### config.mk
export PLATFORM = sky130hd
export DESIGN_NAME = window_stream_feeder
export DESIGN_NICKNAME = d
export VERILOG_FILES = /design/src/rtl/conv_pkg.sv /design/src/rtl/pixel_line_buffer.sv /design/src/rtl/window_stream_feeder.sv
export SDC_FILE = /design/constraint.sdc
export NUM_CORES = 2
export LEC_CHECK = 0
export CAP_MARGIN = 20
export CORE_MARGIN = 1.5
export CORE_UTILIZATION = 53
export CTS_CLUSTER_DIAMETER = 80
export CTS_CLUSTER_SIZE = 28
export DETAILED_ROUTE_END_ITERATION = 8
export GPL_ROUTABILITY_DRIVEN = 0
export PLACE_DENSITY = 0.77
export SYNTH_ARGS = -nofsm -noshare
export SYNTH_HDL_FRONTEND = slang
export SYNTH_SLANG_ARGS = --single-unit
export TNS_END_PERCENT = 30
### constraint.sdc
create_clock -name clock_i -period 70.3 [get_ports clock_i]
set_clock_uncertainty 0.15 [all_clocks]
set_input_delay 21.09 -clock clock_i [delete_from_list [all_inputs] [get_ports clock_i]]
set_output_delay 21.09 -clock clock_i [all_outputs]
set_load 0.1 [all_outputs]
### src/rtl/conv_pkg.sv
// Shared types and sizing helpers for the convolution front end.
package conv_pkg;

  // Window feeder handshake states.
  typedef enum logic [1:0] {
    FILL    = 2'd0,
    PRESENT = 2'd1,
    HELD    = 2'd2
  } feeder_state_t;

  // Entries needed so the oldest pixel of a K x K window is still held when
  // its bottom-right pixel arrives.
  function automatic int line_buf_depth(input int k, input int n_cols);
    return (k - 1) * n_cols + k;
  endfunction

  // Number of stride-aligned windows a full frame produces.
  function automatic int windows_per_frame(input int n_rows, input int n_cols,
                                           input int k, input int s);
    return ((n_rows - k) / s + 1) * ((n_cols - k) / s + 1);
  endfunction

endpackage

### src/rtl/pixel_line_buffer.sv
// Enable-gated pixel shift register with synchronous clear and K*K window taps.
// Entry 0 holds the newest pixel; tap 0 is the top-left of the window.
module pixel_line_buffer
  import conv_pkg::*;
#(
  parameter int DATA_WIDTH  = 32,
  parameter int N_COLS      = 28,
  parameter int KERNEL_SIZE = 3
) (
  input  logic                  clock,
  input  logic                  clear,
  input  logic                  shift,
  input  logic [DATA_WIDTH-1:0] pixel,
  output logic [DATA_WIDTH-1:0] taps [0:KERNEL_SIZE*KERNEL_SIZE-1]
);

  localparam int K     = KERNEL_SIZE;
  localparam int DEPTH = line_buf_depth(KERNEL_SIZE, N_COLS);

  logic [DATA_WIDTH-1:0] line_reg [0:DEPTH-1];

  // Shift one position per accepted pixel; clear wipes stale frame data.
  always_ff @(posedge clock) begin
    if (clear) begin
      for (int i = 0; i < DEPTH; i++) begin
        line_reg[i] <= '0;
      end
    end else if (shift) begin
      line_reg[0] <= pixel;
      for (int i = 1; i < DEPTH; i++) begin
        line_reg[i] <= line_reg[i-1];
      end
    end
  end

  // Row r of the window sits (K-1-r) lines back, column c sits (K-1-c) pixels back.
  for (genvar gi = 0; gi < K * K; gi++) begin : g_tap
    localparam int R = gi / K;
    localparam int C = gi % K;
    assign taps[gi] = line_reg[(K - 1 - R) * N_COLS + (K - 1 - C)];
  end

endmodule

### src/rtl/window_stream_feeder.sv
// Builds a sliding K x K window from a raster pixel stream and presents each
// stride-aligned window to the convolution core, stalling input until the core
// has raised and dropped hold_window_i.
module window_stream_feeder
  import conv_pkg::*;
#(
  parameter int DATA_WIDTH  = 32,
  parameter int N_ROWS      = 28,
  parameter int N_COLS      = 28,
  parameter int KERNEL_SIZE = 3,
  parameter int CONV_STRIDE = 1
) (
  input  logic                  clock_i,
  input  logic                  reset_i,
  input  logic [DATA_WIDTH-1:0] pixel_i,
  input  logic                  pixel_valid_i,
  output logic                  pixel_ready_o,
  input  logic                  hold_window_i,
  output logic [DATA_WIDTH-1:0] window_o [0:KERNEL_SIZE*KERNEL_SIZE-1],
  output logic                  window_valid_o,
  output logic                  frame_done_o
);

  localparam int K         = KERNEL_SIZE;
  localparam int ROW_W     = $clog2(N_ROWS) + 1;
  localparam int COL_W     = $clog2(N_COLS) + 1;
  localparam int PH_W      = $clog2(CONV_STRIDE) + 1;
  localparam int WIN_TOTAL = windows_per_frame(N_ROWS, N_COLS, K, CONV_STRIDE);
  localparam int WIN_W     = $clog2(WIN_TOTAL) + 1;

  localparam logic [ROW_W-1:0] ROW_LAST = ROW_W'(N_ROWS - 1);
  localparam logic [ROW_W-1:0] ROW_EDGE = ROW_W'(K - 1);
  localparam logic [COL_W-1:0] COL_LAST = COL_W'(N_COLS - 1);
  localparam logic [COL_W-1:0] COL_EDGE = COL_W'(K - 1);
  localparam logic [PH_W-1:0]  PH_LAST  = PH_W'(CONV_STRIDE - 1);
  localparam logic [WIN_W-1:0] WIN_LAST = WIN_W'(WIN_TOTAL - 1);

  feeder_state_t    state_reg, state_next;
  logic [ROW_W-1:0] row_reg;
  logic [COL_W-1:0] col_reg;
  logic [PH_W-1:0]  row_phase_reg;
  logic [PH_W-1:0]  col_phase_reg;
  logic [WIN_W-1:0] win_count_reg;
  logic             last_window_reg;
  logic             transfer;
  logic             window_pos;

  // Acceptance is decided by state alone so the handshake has no comb loop.
  assign transfer = pixel_valid_i && (state_reg == FILL);

  // Phase counters stay at zero through the border and count stride steps after
  // it, so phase zero past the border marks a stride-aligned window corner.
  assign window_pos = (col_reg >= COL_EDGE) && (row_reg >= ROW_EDGE) &&
                      (col_phase_reg == '0) && (row_phase_reg == '0);

  pixel_line_buffer #(
    .DATA_WIDTH (DATA_WIDTH),
    .N_COLS     (N_COLS),
    .KERNEL_SIZE(KERNEL_SIZE)
  ) u_line_buffer (
    .clock(clock_i),
    .clear(!reset_i),
    .shift(transfer),
    .pixel(pixel_i),
    .taps (window_o)
  );

  // State register.
  always_ff @(posedge clock_i) begin
    if (!reset_i) begin
      state_reg <= FILL;
    end else begin
      state_reg <= state_next;
    end
  end

  // Next state and handshake outputs; frame_done fires on the final retire.
  always_comb begin
    state_next     = state_reg;
    pixel_ready_o  = 1'b0;
    window_valid_o = 1'b0;
    frame_done_o   = 1'b0;
    case (state_reg)
      FILL: begin
        pixel_ready_o = 1'b1;
        if (pixel_valid_i && window_pos) begin
          state_next = PRESENT;
        end
      end
      PRESENT: begin
        window_valid_o = 1'b1;
        if (hold_window_i) begin
          state_next = HELD;
        end
      end
      HELD: begin
        window_valid_o = 1'b1;
        if (!hold_window_i) begin
          state_next   = FILL;
          frame_done_o = last_window_reg;
        end
      end
      default: state_next = FILL;
    endcase
  end

  // Raster position, stride phase and per-frame window tally, advanced per transfer.
  always_ff @(posedge clock_i) begin
    if (!reset_i) begin
      row_reg         <= '0;
      col_reg         <= '0;
      row_phase_reg   <= '0;
      col_phase_reg   <= '0;
      win_count_reg   <= '0;
      last_window_reg <= 1'b0;
    end else if (transfer) begin
      if (col_reg == COL_LAST) begin
        col_reg       <= '0;
        col_phase_reg <= '0;
        if (row_reg == ROW_LAST) begin
          row_reg       <= '0;
          row_phase_reg <= '0;
        end else begin
          row_reg <= row_reg + 1'b1;
          if (row_reg >= ROW_EDGE) begin
            row_phase_reg <= (row_phase_reg == PH_LAST) ? '0 : row_phase_reg + 1'b1;
          end
        end
      end else begin
        col_reg <= col_reg + 1'b1;
        if (col_reg >= COL_EDGE) begin
          col_phase_reg <= (col_phase_reg == PH_LAST) ? '0 : col_phase_reg + 1'b1;
        end
      end
      if (window_pos) begin
        if (win_count_reg == WIN_LAST) begin
          win_count_reg   <= '0;
          last_window_reg <= 1'b1;
        end else begin
          win_count_reg   <= win_count_reg + 1'b1;
          last_window_reg <= 1'b0;
        end
      end
    end
  end

endmodule

==> impl_metrics.toml <==
[power]
clock_power_share = 0.258
p_sw_frac = 0.2300
p_total_mw = 2.065
power.share.combinational = 0.086
p_per_area_mw_per_mm2 = 26.49
power_frac_seq = 0.656
power.switching_mw = 0.4748
intPower_mw = 1.590
vdd_ir_drop_max_mv = 0.02274
leakagePower_nw = 32.53

[clocking]
cts-hold-fix-buffers = 0
clock_pin_slew_reported_for_the_worst_setup_and_hold_paths_after_clock_tree_synthesis_ps = 100
max-clock-path-buffers = 3
cts_tree = "built"
number_of_clock_sinks = 1914
numCtsBuffers = 79
post_cts_buffers = 0
cts_resized = 0
cts_htree_levels = 3
worstSkewPairLatency_ps = 700
cts_root_buf = "clkbuf_16"

[worst_setup_path]
worst-r2r-cell-count = 9
cp_data_required_time_ps = 49060
timing.critical_path.arrival_ps = 22870
critPathLaunchType = "input pin"
criticalPathCategory = "in -> out"
crit_path_max_fanout = 2
critical_path.endpoint_type = "primary output"

[route]
detail_route.wirelength.met1_mm = 46.27
met2RoutedLength_mm = 49.36
postRouteAntennaNets = 0
route.met3.wl_mm = 6.881
detail_route.vias_per_cell = 5.363
vias = 33070
top_layer_used = "met4"
routed_wire_length_per_instance_um = 17.00
drcViolationCount = 0
postRouteWirelength_mm = 104.8
first_iter_violations = 3379
drt-pass1-iter-count = 5

[timing]
layout_worst_path_cycle_share = 0.6274
period_minus_slack_ps = 44110
final_max_slew_viol_count = 0
postLayoutSetupSlackWorst_ps = 26190
max_slew_margin = 0.1625
clock.fmax_ghz = 0.02267
grt_setup_unrepaired = "no"
finalHoldViolCount = 0
fin_tns_setup_ps = 0
worstMarginPinSlew_ps = 1256
finalSetupViolations = 0

[synthesis]
ys_warn_count = 0
synthesis.area_sq_mm = 0.07113
netlist-cell-type-count = 35
post_synth_edffs = 1888
synth_seq_cells = 1914
postSynth.asyncResetShare = 0
synthesis.instances = 4266
syn-mean-instance-area_sq_um = 16.67
seq_area_frac_synth = 0.8043
mappedNetlistNets = 4311
ys.flop_type = "edfxtp_1"

[grt]
overall_track_demand_over_capacity_in_global_routing = 0.1518
grt_antenna_before_repair = 5
grt_pass1_vias = 31240
pin_count_of_the_biggest_net_entering_global_routing = 328
grt_remaining_overflow = 0
grt_pass1_wl_mm = 168.2

[cells_and_area]
final_cells = 6165
largest_reg_flops = 1888
flow.area_growth_from_synthesis_pct = 9.563
fillerInstances = 9737
final_net_count = 4427
drive_gt1_frac = 0.03412

[floorplanning]
placement_rows = 134
die_height_um = 369.4
start_util = 0.5337
die_width_um = 369.4
top_level_ports = 327
fp.dieArea_sq_mm = 0.1364
floorplan.core_area_sq_mm = 0.1333

[min_path]
worst_hold_path.num_cells = 2
worstHoldPathType = "reg -> reg"

[placed_design]
post-place-ws_ps = 26190
numPortBuffers = 326
numPlacedInstances = 6066
placed_wire_length_estimate_mm = 56.17

[run]
max_cap_violations = 0

[run_status]
status = "complete, no violations"
[area by class of cell]
class / instances / area (sq um) / area share
Tap cell: 1768 / 2212 / 0.02838
Clock buffer: 89 / 2078 / 0.02667
Clock inverter: 6 / 92.59 / 0.001188
Multi-Input combinational cell: 2008 / 12620 / 0.1619
Timing Repair Buffer: 371 / 3689 / 0.04733
Antenna cell: 1 / 2.502 / 0.00003211
Sequential cell: 1914 / 57210 / 0.7341
Inverter: 8 / 30.03 / 0.0003853
[per-layer routing]
metal,vias up,global-route usage
met5,-,0
met1,16440,0.2157
met3,110,0.04112
met4,0,0.03775
met2,631,0.2344
li1,15890,-
[Yosys cell counts (2+ instances only)]
| cell | instances | area share |
|---|---|---|
| xor2_1 | 6 | 0.00074 |
| o21ai_0 | 8 | 0.00056 |
| nand3_1 | 4 | 0.00028 |
| buf_2 | 13 | 0.00091 |
| edfxtp_1 | 1888 | 0.80 |
| a211oi_1 | 2 | 0.00021 |
| mux2i_1 | 3 | 0.00042 |
| nor2_1 | 11 | 0.00058 |
| or4_1 | 6 | 0.00063 |
| and2_1 | 801 | 0.070 |
| nand2_1 | 15 | 0.00079 |
| ha_1 | 9 | 0.0016 |
| and3_1 | 1091 | 0.096 |
| dfxtp_1 | 26 | 0.0073 |
| nor4_1 | 2 | 0.00018 |
| inv_1 | 8 | 0.00042 |
| a21oi_1 | 15 | 0.0011 |
| nand4_1 | 8 | 0.00070 |
| or3_1 | 8 | 0.00070 |
| clkbuf_1 | 322 | 0.017 |
| o31ai_1 | 6 | 0.00063 |
[per-stage QoR]
| step | util | hold WS, ps | instance area (sq um) |
|---|---|---|---|
| after global routing | 0.5847 | 380.7 | 77930 |
| after CTS | 0.5841 | 362.5 | 77850 |
| after floorplan | - | 294.1 | 71130 |
| after global placement | 0.5678 | 310.2 | 75680 |
| final | 0.5847 | 359.9 | 77940 |
| after detailed placement | 0.5678 | 339.9 | 75680 |
[power groups by stage]
stage / Combinational, mW / Sequential, mW / Clock (mW)
2_1_floorplan: 0.0575 / 1.56 / 0
3_3_place_gp: 0.176 / 1.38 / 0
3_5_place_dp: 0.179 / 1.38 / 0
4_1_cts: 0.179 / 1.36 / 0.549
5_1_grt: 0.189 / 1.36 / 0.584
6_report: 0.178 / 1.36 / 0.532
[layout by cell type (no fill, tap or decap), types with 6 or more instances in the layout]
cell             count
o21ai_0              8
nand4_1              8
a21oi_1             15
o31ai_1              6
clkbuf_1             7
ha_1                 9
clkbuf_16           82
xor2_1               6
nor2_1              11
nand2_1             14
dfxtp_1             26
or3_1                8
edfxtp_1          1888
or4_1                6
and3_1            1091
and2_1             800
inv_1                8
buf_4               49
clkdlybuf4s50_1    314
[path summary, 6_finish.rpt]
check | startpoint | end | slack [ps]
max reg2reg | state_reg[1] | u_line_buffer.line_reg[56][30] | 63700
min reg2reg | win_count_reg[10] | win_count_reg[10] | 360
max | hold_window_i | frame_done_o | 26190
min | win_count_reg[10] | win_count_reg[10] | 360
[cell families after synthesis]
kind of cell	count (synthesis)	share of synthesized area
simple gates	1952	0.1710
flops	1914	0.8043
buf+inv	344	0.01843
compound gates	38	0.003483
fa+ha+maj	9	0.001583
xor+xnor	6	0.0007387
mux	3	0.0004222
[critical path, stage by stage]
cell and delay (ps):
clkdlybuf4s50_1 430, and3b_1 220, clkdlybuf4s50_1 1120
Power figures use the tool's default switching activity.
